**src/rtl/multiply_sum_post_pkg.sv**
```systemverilog
// Shared constants and helpers for the multiply_sum post-processing stage.
// Default widths/latency mirror the multiply_sum build constants.
package multiply_sum_post_pkg;

    localparam int REG_WIDTH  = 16;
    localparam int SUM_W      = REG_WIDTH + 7;
    localparam int POST_OUT_W = 16;
    localparam int POST_SHIFT = 4;
    localparam int POST_DEPTH = 4;
    localparam int MS_LAT     = 3;

    typedef logic [15:0] sat_cnt_t;

    function automatic sat_cnt_t sat_inc(input sat_cnt_t c);
        return (c == '1) ? c : c + 16'd1;
    endfunction

endpackage

```
**src/rtl/multiply_sum_post_if.sv**
```systemverilog
// Issue credit and result stream between the issuer, multiply_sum and the consumer.
// The slave side is the post stage; the master side is the surrounding logic.
interface multiply_sum_post_if
    import multiply_sum_post_pkg::*;
#(
    parameter int SUM_W = multiply_sum_post_pkg::SUM_W,
    parameter int OUT_W = POST_OUT_W
);
    logic                    in_valid_i;
    logic                    in_ready_o;
    logic signed [SUM_W-1:0] sum_i;
    logic                    out_valid_o;
    logic                    out_ready_i;
    logic signed [OUT_W-1:0] out_data_o;
    logic                    out_sat_o;
    logic                    drop_o;
    logic [15:0]             sat_count_o;

    modport slave (
        input  in_valid_i, sum_i, out_ready_i,
        output in_ready_o, out_valid_o, out_data_o, out_sat_o, drop_o, sat_count_o
    );

    modport master (
        output in_valid_i, sum_i, out_ready_i,
        input  in_ready_o, out_valid_o, out_data_o, out_sat_o, drop_o, sat_count_o
    );
endinterface

```
**src/rtl/multiply_sum_post_fifo.sv**
```systemverilog
// Synchronous FIFO holding {sat, result} entries; count register drives full/empty.
// No bypass: a push into an empty FIFO becomes visible on the next cycle.
module multiply_sum_post_fifo #(
    parameter int WIDTH = 17,
    parameter int DEPTH = 4,
    parameter int CNT_W = $clog2(DEPTH) + 1
) (
    input  logic             clk,
    input  logic             rst,
    input  logic             push,
    input  logic             pop,
    input  logic [WIDTH-1:0] din,
    output logic [WIDTH-1:0] dout,
    output logic [CNT_W-1:0] count,
    output logic             full,
    output logic             empty
);
    localparam int PTR_W = $clog2(DEPTH);

    logic [WIDTH-1:0] mem [DEPTH];
    logic [PTR_W-1:0] wr_ptr;
    logic [PTR_W-1:0] rd_ptr;
    logic             do_push;
    logic             do_pop;

    assign full    = (count == CNT_W'(DEPTH));
    assign empty   = (count == '0);
    assign do_pop  = pop & ~empty;
    assign do_push = push & ~full;

    always_ff @(posedge clk) begin
        if (rst) begin
            wr_ptr <= '0;
            rd_ptr <= '0;
            count  <= '0;
        end else begin
            if (do_push) wr_ptr <= wr_ptr + PTR_W'(1);
            if (do_pop)  rd_ptr <= rd_ptr + PTR_W'(1);
            case ({do_push, do_pop})
                2'b10:   count <= count + CNT_W'(1);
                2'b01:   count <= count - CNT_W'(1);
                default: count <= count;
            endcase
        end
    end

    // Storage is not reset; entries are only read once the count says they exist.
    always_ff @(posedge clk) begin
        if (do_push) mem[wr_ptr] <= din;
    end

    assign dout = mem[rd_ptr];

endmodule

```
**src/rtl/multiply_sum_post.sv**
```systemverilog
// Post stage for multiply_sum: tracks valid issues, rounds/saturates sum, buffers results.
// multiply_sum cannot stall, so in_ready_o is a credit covering buffered plus in-flight results.
module multiply_sum_post
    import multiply_sum_post_pkg::*;
#(
    parameter int OUT_W  = POST_OUT_W,
    parameter int SHIFT  = POST_SHIFT,
    parameter int DEPTH  = POST_DEPTH,
    parameter int MS_LAT = multiply_sum_post_pkg::MS_LAT
) (
    input logic               clk,
    input logic               rst,
    multiply_sum_post_if.slave bus
);
    localparam int EXT_W = SUM_W + 1;
    localparam int CNT_W = $clog2(DEPTH) + 1;
    localparam int CR_W  = $clog2(DEPTH + MS_LAT + 1);

    localparam logic signed [EXT_W-1:0] RND    = EXT_W'(64'sd1 <<< (SHIFT - 1));
    localparam logic signed [EXT_W-1:0] SAT_HI = EXT_W'((64'sd1 <<< (OUT_W - 1)) - 64'sd1);
    localparam logic signed [EXT_W-1:0] SAT_LO = EXT_W'(-(64'sd1 <<< (OUT_W - 1)));

    logic [MS_LAT-1:0]       vline;
    logic [CR_W-1:0]         inflight;
    logic                    in_ready;
    logic                    accept;
    logic                    push;
    logic signed [EXT_W-1:0] t;
    logic signed [EXT_W-1:0] r;
    logic signed [OUT_W-1:0] res;
    logic                    sat;
    logic [OUT_W:0]          fifo_dout;
    logic [CNT_W-1:0]        fifo_count;
    logic                    fifo_full;
    logic                    fifo_empty;
    logic                    drop;
    sat_cnt_t                sat_count;

    assign accept = bus.in_valid_i & in_ready;
    assign push   = vline[MS_LAT-1];

    always_ff @(posedge clk) begin
        if (rst) vline <= '0;
        else     vline <= (vline << 1) | MS_LAT'(accept);
    end

    always_comb begin
        inflight = '0;
        for (int i = 0; i < MS_LAT; i++) begin
            inflight = inflight + CR_W'(vline[i]);
        end
    end

    // Credit counts registered state only, so a pop frees a slot one cycle later.
    assign in_ready = (CR_W'(fifo_count) + inflight) < CR_W'(DEPTH);

    always_comb begin
        t   = {bus.sum_i[SUM_W-1], bus.sum_i} + RND;
        r   = t >>> SHIFT;
        sat = 1'b0;
        res = r[OUT_W-1:0];
        if (r > SAT_HI) begin
            res = SAT_HI[OUT_W-1:0];
            sat = 1'b1;
        end else if (r < SAT_LO) begin
            res = SAT_LO[OUT_W-1:0];
            sat = 1'b1;
        end
    end

    multiply_sum_post_fifo #(
        .WIDTH (OUT_W + 1),
        .DEPTH (DEPTH),
        .CNT_W (CNT_W)
    ) u_fifo (
        .clk   (clk),
        .rst   (rst),
        .push  (push),
        .pop   (bus.out_ready_i),
        .din   ({sat, res}),
        .dout  (fifo_dout),
        .count (fifo_count),
        .full  (fifo_full),
        .empty (fifo_empty)
    );

    always_ff @(posedge clk) begin
        if (rst) begin
            drop      <= 1'b0;
            sat_count <= '0;
        end else begin
            drop <= bus.in_valid_i & ~in_ready;
            if (push && sat) sat_count <= sat_inc(sat_count);
        end
    end

    always_ff @(posedge clk) begin
        if (!rst) assert (!(push && fifo_full));
    end

    assign bus.in_ready_o  = in_ready;
    assign bus.out_valid_o = ~fifo_empty;
    assign bus.out_data_o  = fifo_empty ? '0 : fifo_dout[OUT_W-1:0];
    assign bus.out_sat_o   = fifo_empty ? 1'b0 : fifo_dout[OUT_W];
    assign bus.drop_o      = drop;
    assign bus.sat_count_o = sat_count;

endmodule

```
**src/flat_wrapper.sv**
```systemverilog
// flat-port wrapper written by rule: the top's interface ports become plain ports
module multiply_sum_post_flat import multiply_sum_post_pkg::*;
#(
    parameter int OUT_W  = POST_OUT_W,
    parameter int SHIFT  = POST_SHIFT,
    parameter int DEPTH  = POST_DEPTH,
    parameter int MS_LAT = multiply_sum_post_pkg::MS_LAT
)
  (clk, rst, bus_in_valid_i, bus_sum_i, bus_out_ready_i, bus_in_ready_o, bus_out_valid_o, bus_out_data_o, bus_out_sat_o, bus_drop_o, bus_sat_count_o);
  multiply_sum_post_if #(.SUM_W(SUM_W), .OUT_W(OUT_W)) bus_i ();
  input logic clk;
  input logic rst;
  input wire logic [$bits(bus_i.in_valid_i)-1:0] bus_in_valid_i;
  input wire logic [$bits(bus_i.sum_i)-1:0] bus_sum_i;
  input wire logic [$bits(bus_i.out_ready_i)-1:0] bus_out_ready_i;
  output wire logic [$bits(bus_i.in_ready_o)-1:0] bus_in_ready_o;
  output wire logic [$bits(bus_i.out_valid_o)-1:0] bus_out_valid_o;
  output wire logic [$bits(bus_i.out_data_o)-1:0] bus_out_data_o;
  output wire logic [$bits(bus_i.out_sat_o)-1:0] bus_out_sat_o;
  output wire logic [$bits(bus_i.drop_o)-1:0] bus_drop_o;
  output wire logic [$bits(bus_i.sat_count_o)-1:0] bus_sat_count_o;
  assign bus_i.in_valid_i = bus_in_valid_i;
  assign bus_i.sum_i = bus_sum_i;
  assign bus_i.out_ready_i = bus_out_ready_i;
  assign bus_in_ready_o = bus_i.in_ready_o;
  assign bus_out_valid_o = bus_i.out_valid_o;
  assign bus_out_data_o = bus_i.out_data_o;
  assign bus_out_sat_o = bus_i.out_sat_o;
  assign bus_drop_o = bus_i.drop_o;
  assign bus_sat_count_o = bus_i.sat_count_o;
  multiply_sum_post #(.OUT_W(OUT_W), .SHIFT(SHIFT), .DEPTH(DEPTH), .MS_LAT(MS_LAT)) u_core (.clk(clk), .rst(rst), .bus(bus_i));
endmodule
```
**config.mk**
```make
export PLATFORM = sky130hd
export DESIGN_NAME = multiply_sum_post_flat
export DESIGN_NICKNAME = d
export VERILOG_FILES = /design/src/rtl/multiply_sum_post_pkg.sv /design/src/rtl/multiply_sum_post_if.sv /design/src/rtl/multiply_sum_post_fifo.sv /design/src/rtl/multiply_sum_post.sv /design/src/flat_wrapper.sv
export SDC_FILE = /design/constraint.sdc
export NUM_CORES = 1
export LEC_CHECK = 0
export ABC_AREA = 1
export CAP_MARGIN = 0
export CELL_PAD_IN_SITES_DETAIL_PLACEMENT = 1
export CELL_PAD_IN_SITES_GLOBAL_PLACEMENT = 1
export CORE_MARGIN = 3
export CORE_UTILIZATION = 30
export CTS_CLUSTER_DIAMETER = 100
export DETAILED_ROUTE_END_ITERATION = 8
export GPL_TIMING_DRIVEN = 0
export PLACE_DENSITY_LB_ADDON = 0.1
export SKIP_LAST_GASP = 1
export SYNTH_ARGS = -nofsm -noshare
export SYNTH_HDL_FRONTEND = slang
export SYNTH_HIERARCHICAL = 1
export SYNTH_SLANG_ARGS = --single-unit
```
**constraint.sdc**
```tcl
create_clock -name clk -period 2.3 [get_ports clk]
set_clock_uncertainty 0.2 [all_clocks]
set_input_delay 0.345 -clock clk [delete_from_list [all_inputs] [get_ports clk]]
set_output_delay 0.345 -clock clk [all_outputs]
set_load 0.02 [all_outputs]
```
==> results of run 1 <==
[routing by layer]
metal  part of all wire [%]  global-route usage [%]
met5                      0                       0
met4                    1.7                    4.98
met3                    2.0                    2.12
met2                     48                    25.6
met1                     48                    20.6
[registers in the layout, indices dropped and copies added (netlist names), named ones only]
| register | flops |
|---|---|
| u_core/u_fifo/wr_ptr | 2 |
| u_core/bus.drop_o | 1 |
| u_core/u_fifo/rd_ptr | 2 |
| u_core/bus.sat_count_o | 16 |
| u_core/u_fifo/count | 3 |
| u_core/vline | 3 |
| u_core/u_fifo/mem | 68 |
[area by class of cell]
cell class	instances	area share, %
timing repair buffer	90	12.0
multi-input combinational	357	32.9
buffer	18	3.66
clock buffer	9	3.36
tap	216	4.03
clock inverter	7	1.16
inverter	62	3.66
sequential	97	39.3
[stage by stage]
step	worst slack, ps	util, %	cells	hold WS (ps)	power [mW]
floorplan	39.2	-	534	238	2.87
global placement	-1080	36.4	809	255	3.48
detailed placement	-1210	36.8	813	270	3.51
CTS	-144	40.9	845	287	5.10
global route	-181	41.9	856	275	5.40
finish	-106	41.9	856	251	5.12
[how the worst max path moves through the flow]
stage	slack [ps]	cells after the start	startpoint	endpoint
floorplan	40	13	bus_sum_i[3]	u_core/u_fifo/mem[0][10]$_DFFE_PP_
global placement	-1080	13	bus_sum_i[3]	u_core/u_fifo/mem[3][14]$_DFFE_PP_
detailed placement	-1210	15	bus_sum_i[3]	u_core/u_fifo/mem[1][14]$_DFFE_PP_
CTS	-140	7	u_core/vline[0]$_SDFF_PP0_	bus_in_ready_o
global route	-180	7	u_core/vline[0]$_SDFF_PP0_	bus_in_ready_o
finish	-110	7	u_core/vline[0]$_SDFF_PP0_	bus_in_ready_o
[timing repair]
item	in CTS	in global routing
pin swaps	20	13
setup buffers	15	11
cloned	1	0
gates resized for setup	133	65
endpoints found under the setup margin	99	116
[power by group through the flow]
stage	registers (mW)	logic [mW]	clock network, mW
global placement	1.99	1.49	0
detailed placement	1.99	1.52	0
CTS	1.96	1.56	1.58
global route	1.97	1.79	1.64
finish	1.97	1.63	1.53
floorplan	1.99	0.883	0
[worst reg2reg max path, stage by stage, from the launching register on]
cell	delay [ps]
dfxtp_2	340
inv_2	110
nand3_1	200
nand2_2	210
ha_1	200
inv_1	70
fa_1	380
inv_1	70
nand2_1	60
nand3_1	70
nand2_1	50
inv_1	50
nor2_1	30
==> impl_metrics.tcl, run 1 <==
set metrics [dict create \
    dieArea_sq_um 18100 \
    combPwrFrac_pct 31.8 \
    globalplace.congestion 0.773 \
    synth_nets 571 \
    path_buf_inv 3 \
    multi_input_area_sq_um 2210 \
    cp_cell_sequence "inv_2, fa_2, inv_2, ha_4, a21o_1, xnor2_2, buf_4" \
    worstRegToRegCells 12 \
    setup_slack_ps -106 \
    r2r-end "u_core/u_fifo/count[2]$_SDFFE_PP0P_" \
    antenna_found_initial 0 \
    drt_pass1_iterations 4 \
    cts_max_path_buffers 2 \
    fillers 1875 \
    pwr-share-seq_pct 38.4 \
    drive_gt1_share_pct 25.9 \
    setup_viol 1 \
    track_usage_pct 15.3 \
    diodes 0 \
    grt_max_degree 18 \
    wl_per_cell_microns 15.7 \
    dpl_cell_area_sq_um 5890 \
    max_cap_violations 0 \
    slowest_stage "fa_2" \
    die_x_microns 135 \
    layout_common_cells "nor2_1, edfxtp_1, nand2_1" \
    clock_latency_ps 340 \
    min_path_type "flop to flop" \
    slew_headroom_pct 57.3 \
    first_global_vias 4101 \
    cp_max_fo 2 \
    r2r-start "u_core/u_fifo/count[0]$_SDFFE_PP0P_" \
    cts-root-buf "clkbuf_16" \
    design_area_sq_um 6700 \
    crit_path_max_incr_delay_ps 370 \
    cp_common_cell "inv_2" \
    switchingPower_mw 1.69 \
    syn_inst 534 \
    critical_path_class "flop to output port" \
    cp-end-kind "output port" \
    ir_worst_vdd_mv 0.360 \
    min_period_over_period_pct 105 \
    hold_start "u_core/vline[1]$_SDFF_PP0_" \
    io_buffer_count 59 \
    violations "negative setup slack" \
    max_freq_mhz 416 \
    vias 3930 \
    p_int_mw 3.43 \
    fin_tns_setup_ps -106 \
    rsz0062_at_grt "yes" \
    clkPwrFrac_pct 29.8 \
    period_minus_slack_ps 2410 \
    crit_arrival_ps 1860 \
    synth.avg_cell_area_sq_um 9.28 \
    vias_per_cell 4.59 \
    area_growth_syn_to_layout_pct 35.2 \
    drc_errors 0 \
    slew_violations 0 \
    status "complete, but fails checks" \
    cts_tree "done" \
    powerDensity_nw_per_um2 764 \
    seqCellArea_sq_um 2630 \
    start_util_pct 31.0 \
    cts_sinks 97 \
    worst_pin_slew_ps 640 \
    cts_hold_buf 0 \
    rows 46 \
    swShare_pct 33.0 \
    overflow 0 \
    grt_pass1_wl_microns 21700 \
    clkTransAtPathRegs_ps 70 \
    cp-start-kind "flop" \
    power.leakage_nw 2.60 \
    ant_nets 0 \
    final_common_cell "nor2_1" \
    ios 63 \
    die_h_microns 135 \
    holdPathStages 2 \
    yosysWarnings 6 \
    whs_endpoint "u_core/vline[2]$_SDFF_PP0_" \
    path_delay_family "adder cells" \
    fin_nets 672 \
    cts_buffers 9 \
    syn_area_sq_um 4960 \
    place_hpwl_microns 9710 \
    required_ps 1750 \
    drtIter0Drc 233 \
    drt_wl_total_microns 13500 \
    htreeDepth 3 \
    core-area_sq_um 16000 \
    hold_violations 0 \
    r2r_slack_ps 180 \
]
Note: power is estimated with default switching activity, not from simulation.
==> run 2, diff against run 1 <==
- clock period: 2.3 -> 2 ns (I/O delays scaled with it)
==> run 2 against run 1 <==
Effect of this change:
- the flow still finishes with violations (negative setup slack)
- non-clock buffer count grew 18
- first-iteration DRC count is 9.0% higher
- cell area grew 9.2%
- combinational power grew 54%
- clock-buffer cell count did not move
- sequential share of layout area is 3.1 points lower
- critical path type unchanged
- largest cell class unchanged
==> impl_metrics.tcl, run 2 (same netlist as run 1, synthesis figures left out) <==
set metrics [dict create \
    status "complete, but fails checks" \
    violations "negative setup slack" \
    cts_sinks 97 \
    critical_path_class "flop to output port" \
    vias_per_cell 4.71 \
    die_h_microns 135 \
    io_buffer_count 59 \
    drt_pass1_iterations 4 \
    antenna_found_initial 0 \
    ios 63 \
    rsz0062_at_grt "yes" \
    cp-start-kind "flop" \
    final_common_cell "edfxtp_1" \
    grt_pass1_wl_microns 22400 \
    pwr-share-seq_pct 34.1 \
    setup_viol 19 \
    ant_nets 0 \
    setup_slack_ps -334 \
    track_usage_pct 15.9 \
    cts_tree "done" \
    ir_worst_vdd_mv 0.409 \
    hold_ws_ps 256 \
    clock_latency_ps 350 \
    wl_per_cell_microns 16.5 \
    min_period_over_period_pct 117 \
    slew_headroom_pct 52.4 \
    drt_wl_total_microns 14400 \
    drc_errors 0 \
    worstRegToRegCells 13 \
    clkPwrFrac_pct 28.2 \
    drtIter0Drc 254 \
    required_ps 1500 \
    rows 46 \
    fin_nets 690 \
    p_int_mw 4.50 \
    grt_max_degree 18 \
    switchingPower_mw 2.17 \
    drive_gt1_share_pct 38.0 \
    area_growth_syn_to_layout_pct 47.6 \
    cts_buffers 9 \
    swShare_pct 32.5 \
    cts-root-buf "clkbuf_16" \
    max_cap_violations 0 \
    overflow 0 \
    globalplace.congestion 0.818 \
    cp-end-kind "output port" \
    powerDensity_nw_per_um2 911 \
    first_global_vias 4288 \
    hold_violations 0 \
    worst_pin_slew_ps 715 \
    cp_max_fo 2 \
    largest_reg_flops 68 \
    htreeDepth 3 \
    clkTransAtPathRegs_ps 70 \
    min_path_type "flop to flop" \
    diodes 0 \
    cts_max_path_buffers 2 \
    start_util_pct 31.0 \
    slew_violations 0 \
    vias 4114 \
    period_minus_slack_ps 2330 \
    max_freq_mhz 428 \
    holdPathStages 2 \
    preCtsSetupSlack_ps -1160 \
    regMostFlops "u_core/u_fifo/mem" \
    dieArea_sq_um 18100 \
    fillers 1805 \
    crit_arrival_ps 1830 \
    power.leakage_nw 2.80 \
    core-area_sq_um 16000 \
    die_x_microns 135 \
    combPwrFrac_pct 37.6 \
    layout_common_cells "edfxtp_1, nor2_1, nand2_1" \
    place_hpwl_microns 9590 \
]
[run 2: changes by cell type in the layout (fill, tap and decap cells not counted), moves of 5 or more]
cell | before | now
nor2_1 | 79 | 67
o21ai_4 | 8 | 13
o21ai_2 | 15 | 22
buf_12 | 5 | 10
dlymetal6s2s_1 | 7 | 1
o21ai_0 | 13 | 5
o22ai_1 | 14 | 5
buf_6 | 4 | 16
dlygate4sd2_1 | 12 | 2
o22ai_2 | 3 | 11
nor2_4 | 6 | 15
buf_4 | 31 | 43
[run 2: power by group through the flow]
| stage | Sequential, mW | Clock (mW) | Combinational [mW] |
|---|---|---|---|
| finish | 2.28 | 1.88 | 2.51 |
| global placement | 2.29 | 0 | 1.72 |
| global route | 2.28 | 2.02 | 2.70 |
| floorplan | 2.28 | 0 | 1.03 |
| detailed placement | 2.30 | 0 | 1.74 |
| CTS | 2.27 | 1.92 | 2.36 |
[run 2: cell type report]
type / count / area, sq um / share of cell area (%)
sequential: 97 / 2640 / 36.1
multi-input combinational: 357 / 2510 / 34.3
timing repair buffer: 111 / 1060 / 14.5
tap: 216 / 270 / 3.69
inverter: 62 / 258 / 3.52
buffer: 15 / 255 / 3.49
clock buffer: 9 / 225 / 3.08
clock inverter: 7 / 98.8 / 1.35
[run 2: worst paths after layout]
kind,from,end,slack [ps]
max,u_core/vline[0]$_SDFF_PP0_,bus_in_ready_o,-330
min,u_core/vline[0]$_SDFF_PP0_,u_core/vline[1]$_SDFF_PP0_,260
max reg2reg,u_core/u_fifo/count[1]$_SDFFE_PP0P_,u_core/u_fifo/count[2]$_SDFFE_PP0P_,40
min reg2reg,u_core/vline[0]$_SDFF_PP0_,u_core/vline[1]$_SDFF_PP0_,260
[run 2: metal layers]
metal	part of all wire (%)	wire length, microns	vias to the layer above	global-route usage, %
li1	-	-	2025	-
met1	47	6770	2010	21.0
met2	49	7090	68	26.8
met3	2.7	389	11	3.20
met4	1.2	178	0	4.47
met5	0	0	-	0
[run 2: repair_timing]
| action | CTS | global route |
|---|---|---|
| cloned | 4 | 1 |
| pin swaps | 35 | 55 |
| gates resized for setup | 252 | 109 |
| setup buffers | 32 | 16 |
| setup endpoints to repair | 158 | 99 |
| hold buffers | 0 | 0 |
[run 2: per-stage QoR]
stage,cells,total power [mW],setup TNS [ps],utilization [%],area [sq um]
6_report,874,6.67,-2740,45.7,7320
5_1_grt,874,7.00,-4380,45.7,7320
4_1_cts,865,6.56,-3210,43.7,6980
3_5_place_dp,813,4.04,-89920,37.3,5970
3_3_place_gp,809,4.01,-136150,36.8,5880
2_1_floorplan,534,3.32,-1600,-,5020
[run 2: worst max-delay path, cell delays in order (launching register included)]
cell	delay (ps)
dfxtp_2	320
inv_2	40
fa_2	380
inv_2	70
ha_4	180
a21o_1	170
xnor2_2	150
buf_4	170
==> run 3, diff against run 2 <==
- CORE_UTILIZATION: 30 -> 38
==> run 3 against run 2 <==
Effect of this change:
- critical path depth decreased by 1
- routed wire length increased by 4.7%
- flip-flop and latch count is the same
- largest power group unchanged
- core utilization rose by 12 points
- sequential share of layout area is 0.057 points higher
- non-clock buffer count increased by 8
- largest cell class unchanged
- combinational power grew 9.2%
- the run still ends with negative setup slack left
- die area decreased by 20%
- maximum frequency is 1.5% lower
==> impl_metrics.tcl, run 3 (same netlist as run 1, synthesis figures left out) <==
set metrics [dict create \
    start_util_pct 39.1 \
    diodes 0 \
    antenna_found_initial 0 \
    dp_cells 769 \
    drt_pass1_iterations 4 \
    period_minus_slack_ps 2370 \
    slew_headroom_pct 59.1 \
    first_global_vias 4265 \
    track_usage_pct 19.5 \
    clock_latency_ps 350 \
    die_h_microns 120 \
    cts_buffers 9 \
    cp_max_fo 2 \
    dieArea_sq_um 14500 \
    setup_slack_ps -369 \
    finalPower_mw 6.77 \
    overflow 0 \
    cts-root-buf "clkbuf_16" \
    area_growth_syn_to_layout_pct 47.3 \
    cp-end-kind "output port" \
    core-area_sq_um 12700 \
    grt_max_degree 18 \
    grt_pass1_wl_microns 21900 \
    pwr-share-seq_pct 33.5 \
    cp_cell_sequence "inv_2, fa_2, nor2_1, a21o_1, xnor2_2, buf_4" \
    die_x_microns 120 \
    clkTransAtPathRegs_ps 70 \
    min_path_type "flop to flop" \
    place_hpwl_microns 9070 \
    status "complete, but fails checks" \
    vias_per_cell 5.06 \
    min_period_over_period_pct 118 \
    required_ps 1500 \
    crit_arrival_ps 1870 \
    io_buffer_count 59 \
    vias 4244 \
    drt_wl_total_microns 15100 \
    worst_pin_slew_ps 614 \
    globalplace.congestion 0.819 \
    powerDensity_nw_per_um2 927 \
    stdcell_count 838 \
    r2r_slack_ps -60 \
    slowest_stage "fa_2" \
    htreeDepth 3 \
    max_freq_mhz 422 \
    ant_nets 0 \
    power.leakage_nw 2.82 \
    cts_tree "done" \
    rsz0062_at_grt "yes" \
    critical_path_class "flop to output port" \
    drc_errors 0 \
    layout_common_cells "edfxtp_1, nor2_1, nand2_1" \
    slew_violations 0 \
    switchingPower_mw 2.28 \
    violations "negative setup slack" \
    wl_per_cell_microns 18.0 \
    drive_gt1_share_pct 41.3 \
    rows 41 \
    final_common_cell "edfxtp_1" \
    largest_reg_flops 68 \
    max_cap_violations 0 \
    hold_violations 0 \
    p_int_mw 4.49 \
    ios 63 \
    cp-start-kind "flop" \
    crit_path_max_incr_delay_ps 510 \
    cts_sinks 97 \
    setup_viol 32 \
    cts_max_path_buffers 2 \
    regMostFlops "u_core/u_fifo/mem" \
    drtIter0Drc 238 \
    clkPwrFrac_pct 26.0 \
    fin_nets 698 \
    ir_worst_vdd_mv 0.412 \
    swShare_pct 33.7 \
    combPwrFrac_pct 40.5 \
]
==> run 3: path summary, 6_finish.rpt <==
kind | start | endpoint | cells after the start
setup / recovery | u_core/u_fifo/count[0]$_SDFFE_PP0P_ | bus_in_ready_o | 6
hold / removal | u_core/vline[1]$_SDFF_PP0_ | u_core/vline[2]$_SDFF_PP0_ | 2
setup reg to reg | u_core/u_fifo/count[0]$_SDFFE_PP0P_ | u_core/u_fifo/count[2]$_SDFFE_PP0P_ | 15
hold reg to reg | u_core/vline[1]$_SDFF_PP0_ | u_core/vline[2]$_SDFF_PP0_ | 2
==> run 3: routing by layer <==
metal / share of wire [%] / GRT usage (%) / wire length [microns] / vias to the layer above
met4: 1.4 / 5.74 / 217 / 0
met1: 42 / 24.8 / 6410 / 2111
met2: 53 / 33.9 / 8000 / 83
li1: - / - / - / 2036
met3: 3.2 / 3.65 / 482 / 14
met5: 0 / 0 / 0 / -
==> run 3: critical path, delay by kind of cell, from the launching register on <==
family | cells | cell delay, ps
buffers and inverters | 2 | 220
AND/OR/NAND/NOR | 1 | 50
AO/OA/AOI/OAI | 1 | 210
adder cells (fa/ha/maj) | 1 | 510
XOR/XNOR | 1 | 160
flip-flops | 1 | 360
==> run 3: stage by stage <==
step	instance area (sq um)	hold slack [ps]	worst slack [ps]	util [%]	setup TNS, ps
after floorplan	5020	223	-23.5	-	-1600
after global placement	5830	255	-961	46.0	-121920
after detailed placement	5900	270	-1120	46.6	-84170
after CTS	6710	266	-432	53.0	-3190
after global routing	7300	286	-462	57.6	-5250
final	7300	275	-369	57.6	-2770
==> run 3: cell type report <==
class | instances | area [sq um]
Tap cell | 172 | 215
Inverter | 62 | 265
Fill cell | 1395 | 5370
Clock buffer | 9 | 225
Clock inverter | 7 | 77.6
Buffer | 18 | 259
Timing Repair Buffer | 116 | 1060
Multi-Input combinational cell | 357 | 2560
Sequential cell | 97 | 2640
==> run 3: timing repair <==
action / CTS / global route
endpoints found under the setup margin: 119 / 105
setup buffers: 25 / 26
cloned: 1 / 2
pin swaps: 30 / 59
hold buffers: 0 / 0
gates resized for setup: 225 / 145
==> run 3: power by group through the flow <==
| stage | registers, mW | clock network (mW) | logic, mW |
|---|---|---|---|
| CTS | 2.26 | 1.78 | 2.05 |
| detailed placement | 2.29 | 0 | 1.74 |
| floorplan | 2.28 | 0 | 1.03 |
| finish | 2.27 | 1.76 | 2.74 |
| global placement | 2.29 | 0 | 1.69 |
| global route | 2.27 | 1.87 | 2.92 |
